$ cat src/rtl/wb_port_arbiter.sv
// wb_port_arbiter
//   Shares the scoreboard write-back port among NR_REQ functional units.
//   A round-robin pointer picks one valid FU per cycle. That FU's result is
//   registered and shown on the wb_* outputs one cycle later. The scoreboard
//   never back-pressures, so sustained throughput is one result per cycle.
//
// Ports
//   clk_i, rst_i         clock, synchronous active-high reset
//   flush_i              drop whatever is accepted this cycle
//   req_valid_i          per-FU result valid
//   req_ready_o          per-FU grant, one-hot or zero
//   req_trans_id_i       packed per-FU transaction IDs, FU i at [i*TID_W +: TID_W]
//   req_data_i           packed per-FU results
//   req_ex_valid_i       per-FU exception flag
//   req_ex_cause_i       packed per-FU exception causes (64 bits each)
//   wb_valid_o           write-back valid
//   wb_trans_id_o        write-back transaction ID
//   wb_data_o            write-back data
//   wb_ex_valid_o        write-back exception flag (meaningful only with wb_valid_o)
//   wb_ex_cause_o        write-back exception cause
//   wb_src_o             index of the FU that produced the current output
module wb_port_arbiter #(
  parameter int NR_REQ = 3,
  parameter int DATA_W = 64,
  parameter int TID_W  = 3
) (
  input  logic                        clk_i,
  input  logic                        rst_i,
  input  logic                        flush_i,
  input  logic [NR_REQ-1:0]           req_valid_i,
  output logic [NR_REQ-1:0]           req_ready_o,
  input  logic [NR_REQ*TID_W-1:0]     req_trans_id_i,
  input  logic [NR_REQ*DATA_W-1:0]    req_data_i,
  input  logic [NR_REQ-1:0]           req_ex_valid_i,
  input  logic [NR_REQ*64-1:0]        req_ex_cause_i,
  output logic                        wb_valid_o,
  output logic [TID_W-1:0]            wb_trans_id_o,
  output logic [DATA_W-1:0]           wb_data_o,
  output logic                        wb_ex_valid_o,
  output logic [63:0]                 wb_ex_cause_o,
  output logic [$clog2(NR_REQ)-1:0]   wb_src_o
);

  localparam int PTR_W = $clog2(NR_REQ);
  localparam logic [PTR_W:0]   NR_REQ_EXT = (PTR_W+1)'(NR_REQ);
  localparam logic [PTR_W-1:0] LAST_IDX   = PTR_W'(NR_REQ - 1);

  logic [PTR_W-1:0]  ptr;
  logic [PTR_W-1:0]  ptr_next;
  logic [PTR_W-1:0]  grant_idx;
  logic              grant_any;
  logic [PTR_W:0]    scan_sum;
  logic [PTR_W:0]    scan_idx;

  // Priority scan starting at ptr. The wrap is done by subtraction because
  // NR_REQ need not be a power of two, so a plain bit truncation would land
  // on indices that do not exist.
  always_comb begin
    // NOTE: every variable gets a default before the loop so no path leaves
    // it unassigned; otherwise synthesis would infer a latch.
    grant_any = 1'b0;
    grant_idx = '0;
    scan_sum  = '0;
    scan_idx  = '0;
    for (int k = 0; k < NR_REQ; k++) begin
      scan_sum = {1'b0, ptr} + (PTR_W+1)'(k);
      scan_idx = (scan_sum >= NR_REQ_EXT) ? scan_sum - NR_REQ_EXT : scan_sum;
      if (!grant_any && req_valid_i[scan_idx[PTR_W-1:0]]) begin
        grant_any = 1'b1;
        grant_idx = scan_idx[PTR_W-1:0];
      end
    end
  end

  always_comb begin
    req_ready_o = '0;
    if (grant_any && !rst_i) req_ready_o[grant_idx] = 1'b1;
  end

  assign ptr_next = (grant_idx == LAST_IDX) ? '0 : grant_idx + 1'b1;

  // The pointer keeps moving during flush so that fairness is kept across
  // flushes. Flush only suppresses wb_valid_o. The payload registers may
  // still load, because their contents are ignored while valid is low.
  always_ff @(posedge clk_i) begin
    // NOTE: sequential state uses non-blocking assignments so every register
    // samples pre-edge values, independent of statement order.
    if (rst_i) begin
      ptr           <= '0;
      wb_valid_o    <= 1'b0;
      wb_trans_id_o <= '0;
      wb_data_o     <= '0;
      wb_ex_valid_o <= 1'b0;
      wb_ex_cause_o <= '0;
      wb_src_o      <= '0;
    end else begin
      wb_valid_o <= grant_any && !flush_i;
      if (grant_any) begin
        ptr           <= ptr_next;
        wb_trans_id_o <= req_trans_id_i[grant_idx*TID_W +: TID_W];
        wb_data_o     <= req_data_i[grant_idx*DATA_W +: DATA_W];
        wb_ex_valid_o <= req_ex_valid_i[grant_idx];
        wb_ex_cause_o <= req_ex_cause_i[grant_idx*64 +: 64];
        wb_src_o      <= grant_idx;
      end
    end
  end

  // Protocol checks: grants are one-hot, go only to valid FUs, and a stalled
  // FU must keep its payload stable until it is accepted.
  a_ready_onehot : assert property (@(posedge clk_i) $onehot0(req_ready_o));
  a_ready_valid  : assert property (@(posedge clk_i) disable iff (rst_i)
                                    (req_ready_o & ~req_valid_i) == '0);

  for (genvar i = 0; i < NR_REQ; i++) begin : g_stall_chk
    a_stall_stable : assert property (@(posedge clk_i) disable iff (rst_i)
      (req_valid_i[i] && !req_ready_o[i]) |=>
        ($stable(req_trans_id_i[i*TID_W +: TID_W]) &&
         $stable(req_data_i[i*DATA_W +: DATA_W]) &&
         $stable(req_ex_valid_i[i]) &&
         $stable(req_ex_cause_i[i*64 +: 64])));
  end

endmodule

$ cat config.mk
export PLATFORM = sky130hd
export DESIGN_NAME = wb_port_arbiter
export DESIGN_NICKNAME = d
export VERILOG_FILES = /design/src/rtl/wb_port_arbiter.sv
export SDC_FILE = /design/constraint.sdc
export NUM_CORES = 1
export LEC_CHECK = 0
export ABC_AREA = 1
export CAP_MARGIN = 20
export CELL_PAD_IN_SITES_DETAIL_PLACEMENT = 1
export CELL_PAD_IN_SITES_GLOBAL_PLACEMENT = 1
export CORE_AREA = 2 2 212 214
export DETAILED_ROUTE_END_ITERATION = 8
export DIE_AREA = 0 0 214 216
export DONT_BUFFER_PORTS = 1
export PLACE_DENSITY_LB_ADDON = 0.08
export SLEW_MARGIN = 20
export SYNTH_ARGS = -nofsm -noshare
export SYNTH_HDL_FRONTEND = slang
export SYNTH_SLANG_ARGS = --single-unit
$ cat constraint.sdc
create_clock -name clk_i -period 2.49 [get_ports clk_i]
set_clock_uncertainty 0.05 [all_clocks]
set_input_delay 0.249 -clock clk_i [delete_from_list [all_inputs] [get_ports clk_i]]
set_output_delay 0.249 -clock clk_i [all_outputs]
set_load 0.005 [all_outputs]
# Yosys cells after proc, flatten, opt, wreduce, memory -nomap -nowiden
# Cells that the tools add are included.
[totals] ff_bits=137 out_inout_bits=138 elab_cells=56
[classes] addsub=6 multipliers=1 magnitude_cmp=8 eq_ne=1 shift=3 n_mux=21 n_reduce_logical=9
[op_table] cell="192-bit by 9-bit variable part select with 64-bit output" count=2
[op_table] cell="2-bit 2-to-1 mux" count=7
[op_table] cell="2-bit by 3-bit < comparator with 1-bit output, second input constant" count=4
[op_table] cell="9-bit by 5-bit variable part select with 3-bit output" count=1
[op_table] cell="1-bit binary-select mux with 2-bit select" count=4
[op_table] cell="1-bit 2-to-1 mux" count=8
[op_table] cell="3-bit by 2-bit >= comparator with 1-bit output, second input constant" count=2
[op_table] cell="2-bit subtractor, second input constant" count=3
[op_table] cell="1-bit logical AND" count=5
[op_table] cell="1-bit logical NOT" count=4
[op_table] cell="2-bit by 2-bit multiplier with 4-bit output, second input constant" count=1
[op_table] cell="2-bit by 1-bit adder with 3-bit output, second input constant" count=1
[op_table] cell="2-bit by 2-bit adder with 3-bit output, second input constant" count=1
[op_table] cell="3-bit 2-to-1 mux" count=1
[op_table] cell="2-bit by 1-bit adder with 2-bit output, second input constant" count=1
[op_table] cell="1-bit demux with 2-bit select" count=1
[op_table] cell="2-bit equality test, second input constant" count=1
[op_table] cell="2-bit by 1-bit >= comparator with 1-bit output, second input constant" count=1
[op_table] cell="2-bit >= comparator, second input constant" count=1

# Logic depth before layout (Yosys ltp)
[logic_depth] depth_word=16 ltp_mapped=15

# Least setup slack after synthesis
# OpenSTA, ideal clock, no wires.
[synth_timing] kind="register -> output" start="register ptr[0]" end="output req_ready_o[2]" arrival_time_ns=1.841 required_ns=2.191 path_slack_ns=0.350 stages_incl_launch_ff=12 cell_sequence="dfxtp_1 > inv_1 > ha_1 > inv_2 > nand3_1 > nand2_2 > nand4_2 > nand2_2 > inv_2 > buf_6 > buf_6 > nor2_1"
[synth_via] elab_chain_len=16 elab_cells_between_ends=34
[synth_rtl] item="start: declaration" line="48" source="logic [PTR_W-1:0] ptr;"
[synth_rtl] item="start signal: assignment" line="99" source="ptr <= ptr_next;"
[synth_rtl] item="branches (longest 15 deep; another with 2-bit by 1-bit adder with 3-bit output)"
[synth_rtl] item="3-bit 2-to-1 mux (*)" line="77" source="if (grant_any && !rst_i) req_ready_o[grant_idx] = 1'b1;"
[synth_rtl] item="end: declaration" line="31" source="output logic [NR_REQ-1:0] req_ready_o,"
# Every way passes the cells marked *. The select of a mux whose other input is x is not followed.

# Worst setup path in the final report
[layout_timing] start="register ptr[0]" end="register wb_data_o[22]"
[layout_via] elab_chain_len=12 elab_cells_between_ends=28
[layout_rtl] item="branches (longest 12 deep; another with 2-bit by 1-bit adder with 3-bit output)"
[layout_rtl] item="end signal: assignment" line="101" source="wb_data_o <= req_data_i[grant_idx*DATA_W +: DATA_W];"
[layout_rtl] item="end: declaration" line="38" source="output logic [DATA_W-1:0] wb_data_o,"
# Parallel ways; which one is timed is not known. The select of a mux whose other input is x is not followed.
# A chain may end at the register's enable or synchronous reset.

==> results.py <==
metrics = {
    "status": {
        "outcome": "finished with violations",
        "violations": "setup timing",
    },
    "cts": {
        "path_clk_slew_ns": 0.06,
        "clock-root-buffer": "clkbuf_16",
        "numCtsBuffers": 17,
        "clockBufferDepth": 2,
        "cts_tree": "built",
        "htreeDepth": 4,
        "cts.sinks": 137,
        "clock_latency_ns": 0.49,
    },
    "synth": {
        "synth_compound_area_frac": 0.237,
        "synth_ff_type": "dfxtp_1",
        "yosysTopAreaCellShare": 0.322,
        "synth.most_common_cell": "nand3_1",
        "synth_xor_area_frac": 0,
        "synth_top_family_by_area": "simple AND/OR/NAND/NOR gates",
        "synth_nets": 1780,
        "ys_top_cells_by_area": "dfxtp_1 (32%), nand3_1 (16%), a21oi_1 (16%)",
        "yosys.area.top_type": "dfxtp_1",
        "avgSynthCellArea_um2": 6.20,
        "synthMuxAreaShare": 0,
        "seq_area_frac_synth": 0.322,
        "synthCells": 1374,
        "synth_adder_area_share": 0.00587,
        "synth_cell_types": 23,
        "yosys.area_share.simple": 0.243,
        "netlist_top_cells_count": "nand3_1 (276), inv_1 (272), a21oi_1 (267)",
        "yosys_warnings": 0,
        "syn_area_um2": 8520,
        "synth_edf_count": 0,
        "ys_ff_latch": 137,
        "ys_async_sr_fraction": 0,
    },
    "die": {
        "core_area_um2": 43800,
        "fp-row-count": 77,
        "die_h_um": 216,
        "dieArea_um2": 46200,
        "start_util": 0.194,
        "pin_count": 540,
        "die_x_um": 214,
    },
    "cells_and_area": {
        "area_delta_synth_final_pct": 82.1,
        "nets": 2158,
        "layout-drive-gt1-share": 0.180,
        "fill_cells": 5253,
        "design_area_um2": 15500,
    },
    "placement": {
        "placed_cell_area_um2": 9380,
        "gp_congestion": 0.820,
        "portBuffers": 0,
        "place_hpwl_um": 31300,
    },
    "timing": {
        "max-slew-margin-rel": 0.664,
        "drv_slew": 0,
        "setup_viol_count_final": 2,
        "min_period_over_period": 1.00,
        "hold_violations": 0,
        "fin_ws_ns": -0.00725,
        "hold_slack_ns": 0.0306,
        "rsz0062_at_grt": "true",
        "period_minus_slack_ns": 2.50,
        "timing.fmax_mhz": 400,
        "worstMarginPinSlew_ns": 0.505,
    },
    "power_and_ir_drop": {
        "vdd_drop_max_mv": 0.850,
        "power_density_nw_per_um2": 1380,
        "p_leak_nw": 7.25,
    },
    "routing": {
        "postRouteAntennaNets": 0,
        "viasPerCell": 4.81,
        "firstDrtPassIters": 5,
        "wirelength_um": 53400,
        "drc": 0,
        "first_iter_violations": 628,
        "wl_per_cell_um": 22.6,
        "vias": 11353,
    },
    "grt": {
        "grt_pass1_vias": 12530,
        "antenna_found_initial": 3,
        "track_usage": 0.214,
        "grt_start_max_net_pins": 81,
        "grt_overflow": 0,
        "grt_pass1_wl_um": 75300,
    },
    "worst_hold_path": {
        "hp-class": "input pin to register",
    },
    "worst_setup_path": {
        "cp_data_arrival_time_ns": 2.82,
        "cp_max_fo": 6,
        "end_kind": "register",
        "crit_type": "register to register",
        "required_ns": 2.82,
        "start_kind": "register",
    },
    "run": {
        "maxCapViolCount": 0,
    },
}
[metal layers]
layer	track usage	vias to the layer above	share of wire
met5	0	-	0
met4	0.0881	0	0.028
met3	0.0799	84	0.072
met2	0.373	441	0.49
met1	0.233	5588	0.41
li1	-	5240	-
[stage by stage]
step           TNS [ns]  setup slack [ns]  std cells   util  total power [mW]
2_1_floorplan         0             0.350       1374      -              10.3
3_3_place_gp          0            0.0999       1899  0.214              14.2
3_5_place_dp          0            0.0834       1899  0.214              14.2
4_1_cts         -0.0996           -0.0682       2327  0.323              18.3
5_1_grt           -4.82            -0.118       2360  0.354              22.9
6_report       -0.00735          -0.00725       2360  0.354              21.4
[area by class of cell]
type | count | area, um^2 | area share
multi-input cells | 849 | 5180 | 0.334
clock buffers | 25 | 505 | 0.0326
inverters | 277 | 1050 | 0.0679
clock inverters | 7 | 113 | 0.00726
flip-flops and latches | 137 | 2750 | 0.177
well taps | 592 | 741 | 0.0477
repair buffers | 470 | 5170 | 0.333
diodes | 3 | 7.51 | 0.000484
[critical path, cell delays in order, from the launching register on]
cell       delay (ns)
dfxtp_2          0.34
inv_2            0.06
ha_4             0.30
inv_4            0.06
nand2_2          0.06
nand3_2          0.08
nand2_4          0.11
nand2_4          0.06
buf_4            0.13
buf_4            0.11
buf_4            0.13
nand2_4          0.07
nand2_8          0.09
nand2_8          0.17
buf_12           0.17
clkbuf_16        0.19
nand2_4          0.05
nand3_2          0.05
a21oi_1          0.08
[layout by cell type (no fill, tap or decap), types with 4 or more instances in the layout]
master         count
dfxtp_1          135
o21ai_0          132
buf_4             34
nand2_4           45
buf_6              4
dlygate4sd3_1    385
nand3_1          207
clkinv_2           4
inv_4              5
buf_16             6
nand2_8            4
clkbuf_16         26
nand2_1           79
nand2_2           28
nand3_2           68
a21oi_2           33
buf_12            29
a21oi_1          234
clkbuf_8           5
inv_1            269
[power by group]
part / internal (mW) / leakage [nW] / switching, mW
Combinational: 5.93 / 5.81 / 8.53
Clock: 1.70 / 0.303 / 1.13
Sequential: 3.16 / 1.14 / 0.917
[flip-flops by register name, indices dropped and copies added (netlist names)]
signal         cells
ptr                2
wb_data_o         64
wb_ex_cause_o     64
wb_ex_valid_o      1
wb_src_o           2
wb_trans_id_o      3
wb_valid_o         1
[worst paths after layout]
kind,startpoint,end,slack [ns],cells after the start
setup / recovery,ptr[0]$_SDFFE_PP0P_,wb_data_o[22]$_SDFFE_PP0P_,-0.007,18
hold / removal,req_ex_cause_i[56],wb_ex_cause_o[56]$_SDFFE_PP0P_,0.03,4
setup reg to reg,ptr[0]$_SDFFE_PP0P_,wb_data_o[22]$_SDFFE_PP0P_,-0.007,18
hold reg to reg,wb_src_o[0]$_SDFFE_PP0P_,wb_src_o[0]$_SDFFE_PP0P_,0.46,2
[cells by family (layout without fill, tap and decap cells)]
family	Yosys count	after routing
simple gates	441	442
compound gates	403	403
buf+inv	389	779
flops	137	137
fa+ha+maj	4	4
other cells	0	3
[repair_timing]
| action | in CTS | in global routing |
|---|---|---|
| hold buffers | 384 | 1 |
| resized for setup | 39 | 223 |
| pin swaps | 11 | 29 |
| gates cloned | 3 | 16 |
| buffers inserted | 9 | 13 |
| endpoints found under the hold margin | 136 | 1 |
| endpoints found under the setup margin | 3 | 128 |
Note: power is estimated with default switching activity, not from simulation.
